**src/rtl/res_net_pkg.sv**
```systemverilog
// Shared definitions for the resonator-network controller: vector width,
// controller state encoding and default iteration/stability constants.
package res_net_pkg;

    localparam int VECTOR_LEN            = 32;
    localparam int RES_NET_MAX_ITERS     = 64;
    localparam int RES_NET_STABLE_CYCLES = 2;

    typedef enum logic [2:0] {
        ST_IDLE  = 3'd0,
        ST_CLEAR = 3'd1,
        ST_INIT  = 3'd2,
        ST_ITER  = 3'd3,
        ST_DONE  = 3'd4
    } ctrl_state_e;

endpackage

```
**src/rtl/res_net_ctrl.sv**
```systemverilog
// Query sequencer for the resonator factorizer: clears and seeds the network,
// runs it until all three features converge or the budget runs out, holds the result.
module res_net_ctrl #(
    parameter int VECTOR_LEN    = res_net_pkg::VECTOR_LEN,
    parameter int MAX_ITERS     = res_net_pkg::RES_NET_MAX_ITERS,
    parameter int STABLE_CYCLES = res_net_pkg::RES_NET_STABLE_CYCLES
) (
    input  logic                  i_clk,
    input  logic                  i_rst,
    input  logic                  i_scene_valid,
    output logic                  o_scene_ready,
    input  logic [VECTOR_LEN-1:0] i_scene,
    input  logic                  i_abort,
    output logic                  o_net_rstn,
    output logic                  o_net_init,
    output logic [VECTOR_LEN-1:0] o_net_scene,
    input  logic                  i_color_conv,
    input  logic                  i_shape_conv,
    input  logic                  i_pos_conv,
    input  logic [VECTOR_LEN-1:0] i_color_pred,
    input  logic [VECTOR_LEN-1:0] i_shape_pred,
    input  logic [VECTOR_LEN-1:0] i_pos_pred,
    output logic                  o_res_valid,
    input  logic                  i_res_ready,
    output logic [VECTOR_LEN-1:0] o_res_color,
    output logic [VECTOR_LEN-1:0] o_res_shape,
    output logic [VECTOR_LEN-1:0] o_res_pos,
    output logic                  o_res_converged,
    output logic [15:0]           o_res_iters
);
    import res_net_pkg::*;

    // Handshakes: a query transfers on the edge where i_scene_valid && o_scene_ready;
    // a result transfers on the edge where o_res_valid && i_res_ready. Both valids
    // are held by their producer until the transfer.

    ctrl_state_e           state_q, state_d;
    logic [15:0]           iter_cnt_q, iter_cnt_d;
    logic [15:0]           stable_cnt_q, stable_cnt_d;
    logic [VECTOR_LEN-1:0] scene_q, scene_d;
    logic [VECTOR_LEN-1:0] color_q, color_d, shape_q, shape_d, pos_q, pos_d;
    logic                  converged_q, converged_d;
    logic [15:0]           iters_q, iters_d;
    logic                  res_valid_q, res_valid_d;
    logic                  scene_ready_q, scene_ready_d;
    logic                  net_rstn_q, net_rstn_d;
    logic                  net_init_q, net_init_d;

    logic all3, conv_hit, budget_hit;

    assign all3       = i_color_conv & i_shape_conv & i_pos_conv;
    assign conv_hit   = all3 && (stable_cnt_q == 16'(STABLE_CYCLES - 1));
    assign budget_hit = (iter_cnt_q == 16'(MAX_ITERS - 1));

    always_ff @(posedge i_clk) begin
        if (i_rst) begin
            state_q       <= ST_IDLE;
            iter_cnt_q    <= '0;
            stable_cnt_q  <= '0;
            scene_q       <= '0;
            color_q       <= '0;
            shape_q       <= '0;
            pos_q         <= '0;
            converged_q   <= 1'b0;
            iters_q       <= '0;
            res_valid_q   <= 1'b0;
            scene_ready_q <= 1'b0;
            net_rstn_q    <= 1'b0;
            net_init_q    <= 1'b0;
        end else begin
            state_q       <= state_d;
            iter_cnt_q    <= iter_cnt_d;
            stable_cnt_q  <= stable_cnt_d;
            scene_q       <= scene_d;
            color_q       <= color_d;
            shape_q       <= shape_d;
            pos_q         <= pos_d;
            converged_q   <= converged_d;
            iters_q       <= iters_d;
            res_valid_q   <= res_valid_d;
            scene_ready_q <= scene_ready_d;
            net_rstn_q    <= net_rstn_d;
            net_init_q    <= net_init_d;
        end
    end

    // Convergence is tested before the budget so a tie reports convergence.
    always_comb begin
        state_d = state_q;
        unique case (state_q)
            ST_IDLE:  if (i_scene_valid && scene_ready_q) state_d = ST_CLEAR;
            ST_CLEAR: state_d = i_abort ? ST_IDLE : ST_INIT;
            ST_INIT:  state_d = i_abort ? ST_IDLE : ST_ITER;
            ST_ITER: begin
                if (i_abort)                      state_d = ST_IDLE;
                else if (conv_hit || budget_hit) state_d = ST_DONE;
            end
            ST_DONE:  if (i_res_ready) state_d = ST_IDLE;
            default:  state_d = ST_IDLE;
        endcase
    end

    // Network controls are derived from the next state so they are registered
    // yet line up with the cycle the state is actually in.
    always_comb begin
        scene_ready_d = (state_d == ST_IDLE);
        net_rstn_d    = (state_d != ST_CLEAR);
        net_init_d    = (state_d == ST_INIT);
        iter_cnt_d    = iter_cnt_q;
        stable_cnt_d  = stable_cnt_q;
        scene_d       = scene_q;
        color_d       = color_q;
        shape_d       = shape_q;
        pos_d         = pos_q;
        converged_d   = converged_q;
        iters_d       = iters_q;
        res_valid_d   = res_valid_q;

        unique case (state_q)
            ST_IDLE: if (state_d == ST_CLEAR) scene_d = i_scene;
            ST_INIT: begin
                iter_cnt_d   = '0;
                stable_cnt_d = '0;
            end
            ST_ITER: if (!i_abort) begin
                if (iter_cnt_q != 16'hFFFF) iter_cnt_d = iter_cnt_q + 16'd1;
                if (!all3)                                      stable_cnt_d = '0;
                else if (stable_cnt_q != 16'(STABLE_CYCLES))    stable_cnt_d = stable_cnt_q + 16'd1;
                if (state_d == ST_DONE) begin
                    color_d     = i_color_pred;
                    shape_d     = i_shape_pred;
                    pos_d       = i_pos_pred;
                    converged_d = conv_hit;
                    iters_d     = conv_hit ? iter_cnt_q + 16'd1 : 16'(MAX_ITERS);
                    res_valid_d = 1'b1;
                end
            end
            ST_DONE: if (i_res_ready) res_valid_d = 1'b0;
            default: ;
        endcase
    end

    assign o_scene_ready   = scene_ready_q;
    assign o_net_rstn      = net_rstn_q;
    assign o_net_init      = net_init_q;
    assign o_net_scene     = scene_q;
    assign o_res_valid     = res_valid_q;
    assign o_res_color     = color_q;
    assign o_res_shape     = shape_q;
    assign o_res_pos       = pos_q;
    assign o_res_converged = converged_q;
    assign o_res_iters     = iters_q;

endmodule

```
**config.mk**
```make
export PLATFORM = sky130hd
export DESIGN_NAME = res_net_ctrl
export DESIGN_NICKNAME = d
export VERILOG_FILES = /design/src/rtl/res_net_pkg.sv /design/src/rtl/res_net_ctrl.sv
export SDC_FILE = /design/constraint.sdc
export NUM_CORES = 1
export LEC_CHECK = 0
export CAP_MARGIN = 40
export CORE_ASPECT_RATIO = 1.4
export CORE_MARGIN = 5
export CORE_UTILIZATION = 46
export CTS_BUF_LIST = sky130_fd_sc_hd__clkbuf_16
export CTS_CLUSTER_DIAMETER = 50
export DETAILED_ROUTE_END_ITERATION = 8
export PLACE_DENSITY_LB_ADDON = 0.08
export SLEW_MARGIN = 20
export SYNTH_ARGS = -nofsm -noshare
export SYNTH_HDL_FRONTEND = slang
export SYNTH_SLANG_ARGS = --single-unit
```
**constraint.sdc**
```tcl
create_clock -name i_clk -period 3.28 [get_ports i_clk]
set_clock_uncertainty 0.2 [all_clocks]
set_input_delay 0.656 -clock i_clk [delete_from_list [all_inputs] [get_ports i_clk]]
set_output_delay 0.656 -clock i_clk [all_outputs]
set_load 0.01 [all_outputs]
```
# [After elaboration in Yosys (flattened, before gate mapping)]
# Cells that the tools add are included.
# W data, S select, Z words.
[totals] mem_count=0 ramBits=0 latchBits=0 elab_cells=66 reg_bits=184 mem_bits_ro=0 output_inout_bits=149 in_bits=136
[op_classes] reduce_logical=12 shifts=0 n_mux=19 add_sub_neg=2 magnitude_cmp=0 n_eq_ne=17 n_bitwise=3 n_mul=0 div=0
[op_table] operator="$mux W16" n=6
[op_table] operator="$pmux W16 S2" n=2
[op_table] operator="$add A16 B1 Y16 const B" n=2
[op_table] operator="$eq A16 B1 Y1 const B" n=1
[op_table] operator="$eq A16 B6 Y1 const B" n=1
[op_table] operator="$ne A16 B16 Y1 const B" n=1
[op_table] operator="$ne A16 B2 Y1 const B" n=1
[op_table] operator="$pmux W3 S5" n=1
[op_table] operator="$mux W3" n=4
[op_table] operator="$eq A3 B2 Y1 const B" n=3
[op_table] operator="$reduce_and A3 Y1" n=3
[op_table] operator="$ne A2 B2 Y1 const B" n=4
[op_table] operator="$eq A3 B1 Y1 const B" n=2
[op_table] operator="$eq A3 B3 Y1 const B" n=2
[op_table] operator="$logic_not A3 Y1" n=2
[op_table] operator="$mux W2" n=2
[op_table] operator="$reduce_and A4 Y1" n=1
[op_table] operator="$reduce_bool A2 Y1" n=2
[op_table] operator="$mux W1" n=3
[op_table] operator="$ne A3 B1 Y1 const B" n=1
[op_table] operator="$ne A3 B3 Y1 const B" n=1
[op_table] operator="$and A1 B1 Y1" n=2
[op_table] operator="$logic_and A1 B1 Y1" n=2
[op_table] operator="$pmux W1 S2" n=1
[op_table] operator="3 further kinds" n=3

# [Depth between registers and ports, before layout]
[logic_depth] word_depth=11 depth_mapped=8 mapped_depth_nobuf=6

# [Worst setup path before layout]
# Ideal clock, no wire load.
[synth_timing] path_type="flip-flop to flip-flop" start="register iter_cnt_q[0]" end="register color_q[0], in the netlist o_res_color[0]" period_less_slack_ps=2314 stages_incl_launch_ff=9 setup_time_ps=120 required_time_ps=2960 setup_slack_ps=966 arrival_time_ps=1995 path_buffers=2 cell_sequence="dfxtp_1 -> ha_1 -> and3_1 -> nand3_1 -> nor4_4 -> nor2_2 -> buf_6 -> buf_6 -> mux2i_1"
[synth_via] elab_chain_len=7
[synth_rtl] element="start: declaration" line_no="res_net_ctrl.sv:38" text="logic [15:0] iter_cnt_q, iter_cnt_d;"
[synth_rtl] element="start signal: assignment" line_no="res_net_ctrl.sv:72" text="iter_cnt_q <= iter_cnt_d;"
[synth_rtl] element="$eq A16 B6 Y1" line_no="res_net_ctrl.sv:53" text="assign budget_hit = (iter_cnt_q == 16'(MAX_ITERS - 1));"
[synth_rtl] element="$logic_or A1 B1 Y1" line_no="res_net_ctrl.sv:96" text="else if (conv_hit || budget_hit) state_d = ST_DONE;"
[synth_rtl] element="$mux W3" line_no="res_net_ctrl.sv:96"
[synth_rtl] element="$mux W3" line_no="res_net_ctrl.sv:95" text="if (i_abort) state_d = ST_IDLE;"
[synth_rtl] element="$pmux W3 S5" line_no="res_net_ctrl.sv:90" text="unique case (state_q)"
[synth_rtl] element="$eq A3 B3 Y1" line_no="res_net_ctrl.sv:129" text="if (state_d == ST_DONE) begin"
[synth_rtl] element="$reduce_and A3 Y1 (no source line)"
[synth_rtl] element="end signal: assignment" line_no="res_net_ctrl.sv:75" text="color_q <= color_d;"
[synth_rtl] element="end: declaration" line_no="res_net_ctrl.sv:41" text="logic [VECTOR_LEN-1:0] color_q, color_d, shape_q, shape_d, pos_q, pos_d;"
# No other way between the ends.
# A chain may end at the register's enable or synchronous reset.

# [Final worst setup path]
[layout_timing] start="register iter_cnt_q[0]" end="register color_q[29], in the netlist o_res_color[29]"
# The elaborated chain is that of the path after synthesis.

==> results by group <==
Status
  • Status: finished, final reports clean

Placed design
  • Placement Setup Slack: 0.393 ns
  • PortBufs: around 280
  • Placer congestion estimate: 0.871
  • DP HPWL: around 17000 um

Logic synthesis
  • Number of synthesized register bits: 184
  • Syn Area/Cell: 9.02 um2
  • Post-synth top cells: 196 x nand2b_1, 184 x dfxtp_1, 96 x mux2i_1
  • Top cells by area, synth: dfxtp_1 45%, nand2b_1 15%, mux2i_1 12%, nand2_1 4.0%, a21oi_1 3.7%
  • Post-synth ARST share: 0%
  • Library cells used by synthesis: 45
  • Synth top area share: 45.2%
  • Register area share after synthesis: 45.2%
  • Post-synth net total: 1043
  • EDFF count, synth: 0
  • Yosys warns: 0
  • Post-synthesis cell count: about 900
  • Netlist Area Pre-Place: 8150 um2
  • Synth area leader: dfxtp_1
  • Cell with the most instances after synthesis: nand2b_1
  • Ys flop type: dfxtp_1

Route
  • Wire per inst: 16.3 um
  • Drt initial violations: 530
  • Vias per cell: 4.99
  • Drt drc: 0
  • Antenna-violating nets left: 0
  • Vias: 7029
  • DR pass1 iterations: 4
  • Post-Route WL: ~23000 um

Die
  • Initial core utilization: 46.8%
  • Die width: approximately 120 um
  • I/O pin count: 285
  • Die area: 20500 um2
  • Rows: 57
  • CORE AREA: around 17000 um2
  • Die height: 167 um

CTS
  • Hold_buf cts: 0
  • CTS max path bufs: 2
  • CTS-repair resized insts: 0
  • Postcts setup bufs: 0
  • Worst-Skew Late Latency: 0.43 ns
  • Clock root cell: clkbuf_16
  • Num CTS Buffers: 17
  • Htree depth: 4
  • Clock transition at path regs: 0.07 ns
  • Clock sinks: 184
  • CTS tree: yes

Final layout
  • Multi-input logic area: 4170 um2
  • Seq. cell area: around 3700 um2
  • Share of post-route cells with drive strength above 1: 5.04%
  • Fin nets: 1298
  • Fill count: roughly 1500
  • P&R area growth vs syn: 44.9%

Job
  • Max Cap Viol: 0

Global routing
  • Global Route met3 Usage: 7.93%
  • Initial antenna violation count: 3
  • Total grt overflow: 0
  • Vias in the first global route: 6684
  • Met2 Use GR: between 30% and 40%
  • Most used routing layer in global routing: met2
  • First-pass GRT wire length: approximately 36000 um
  • Largest net degree at the start of global routing: 116
  • GR Layer Usage met1: approximately 24%
  • GRT Total Usage: a little over a fifth

Timing
  • Tmin final: around 2.5 ns
  • Setup tns final: 0 ns
  • Final count of hold timing violations: 0
  • RSZ-0062 raised after global routing: false
  • Worst Hold Margin: 0.254 ns
  • Fin crit share: 77.7%
  • Max-slew violations: 0
  • Relative slew margins: 55.3%
  • # setup viols final: 0
  • Final WS setup: 0.732 ns
  • FMAX: 392 MHz
  • Worst-margin pin slew: 0.670 ns

Setup path
  • Largest stage delay, worst path: roughly 0.41 ns
  • Data arrival, critical path: 2.67 ns
  • Crit-path cells: ha_1 -> and3_1 -> nand3_1 -> nor4_4 -> nor2_4 -> buf_12 -> buf_4 -> mux2i_1
  • Worst Path Max Fanout: 19
  • Worst setup path category: reg -> reg
  • CP max-delay cell: dfxtp_1
  • Launching element type of the critical path: register
  • Crit. End Element: register
  • Critical Path RT: 3.40 ns

Pwr
  • Leakage: 4.71 nW
  • Cell Pwr Density: 407 nW/um2
  • IR Drop Worst-Case VDD: between 0.0002 and 0.0003 V

Hold path
  • Hold Path Class: reg -> reg
sequential cells by signal, indices dropped and copies added, names as in the netlist:
| register | flops |
|---|---|
| iter_cnt_q | 16 |
| o_net_init | 1 |
| o_net_rstn | 1 |
| o_net_scene | 32 |
| o_res_color | 32 |
| o_res_converged | 1 |
| o_res_iters | 16 |
| o_res_pos | 32 |
| o_res_shape | 32 |
| o_res_valid | 1 |
| o_scene_ready | 1 |
| stable_cnt_q | 16 |
| state_q | 3 |
metrics by stage:
stage | std cells | power, mW | instance area, um2 | util [%]
4_1_cts | 1407 | 4.86 | 11800 | 67.8
5_1_grt | 1409 | 4.99 | 11800 | 67.8
2_1_floorplan | 903 | 2.47 | 8150 | -
3_3_place_gp | 1374 | 2.71 | 11200 | 64.2
3_5_place_dp | 1375 | 2.71 | 11200 | 64.3
6_report | 1409 | 4.80 | 11800 | 67.8
power breakdown:
| group | switching, mW | internal (mW) |
|---|---|---|
| clock | 0.927 | 1.22 |
| combinational | 0.142 | 0.248 |
| sequential | 0.0127 | 2.26 |
final timing paths:
path | startpoint | to | slack (ns) | depth (start not counted)
hold / removal | o_net_scene[7]$_SDFFE_PP0P_ | o_net_scene[7]$_SDFFE_PP0P_ | 0.25 | 2
hold reg to reg | o_net_scene[7]$_SDFFE_PP0P_ | o_net_scene[7]$_SDFFE_PP0P_ | 0.25 | 2
setup / recovery | iter_cnt_q[0]$_SDFFE_PP0P_ | o_res_color[29]$_SDFFE_PP0P_ | 0.73 | 8
setup reg to reg | iter_cnt_q[0]$_SDFFE_PP0P_ | o_res_color[29]$_SDFFE_PP0P_ | 0.73 | 8
area by class of cell:
cell class                 instances  area share, %
sequential                       184           31.2
clock inverter                    15           1.63
multi-input combinational        648           35.3
antenna                            2         0.0424
clock buffer                      17           3.60
timing repair buffer             299           25.5
tap                              236           2.50
inverter                           8          0.254
layer usage:
| metal | wire length [um] | share of wire, % | vias up |
|---|---|---|---|
| met5 | 13 | 0.057 | - |
| met4 | 493 | 2.2 | 2 |
| met3 | 1890 | 8.3 | 31 |
| met2 | 11700 | 51 | 207 |
| met1 | 8830 | 39 | 3249 |
| li1 | - | - | 3540 |
placed cells by master, fill, tap and decap left out, drive strengths merged, types with 5 or more instances in the layout:
master,count
nor3,12
nor4,12
o21ai,21
nor2,35
and3,5
nand3,27
nand2b,196
clkbuf,17
dfxtp,184
or4b,5
or3,6
buf,16
nand3b,5
xnor2,20
inv,13
mux2i,96
a21oi,60
xor2,7
clkdlybuf4s50,283
a211oi,6
nand2,88
nand4,10
worst max-delay path: cells and delay by family, from the launching register on:
kind | cells | cell delay [ns]
adder cells (fa/ha/maj) | 1 | 0.28
buffers and inverters | 2 | 0.40
flip-flops | 1 | 0.41
multiplexers | 1 | 0.13
AND/OR/NAND/NOR | 4 | 1.00
cells by family after synthesis:
group                    share of synthesized area (%)
AO/OA/AOI/OAI                                     6.99
flip-flops                                        45.2
buffers and inverters                             3.82
multiplexers                                      11.8
adder cells (fa/ha/maj)                          0.614
AND/OR/NAND/NOR                                   28.7
XOR/XNOR                                          2.90
(Power assumes the default switching activity.)
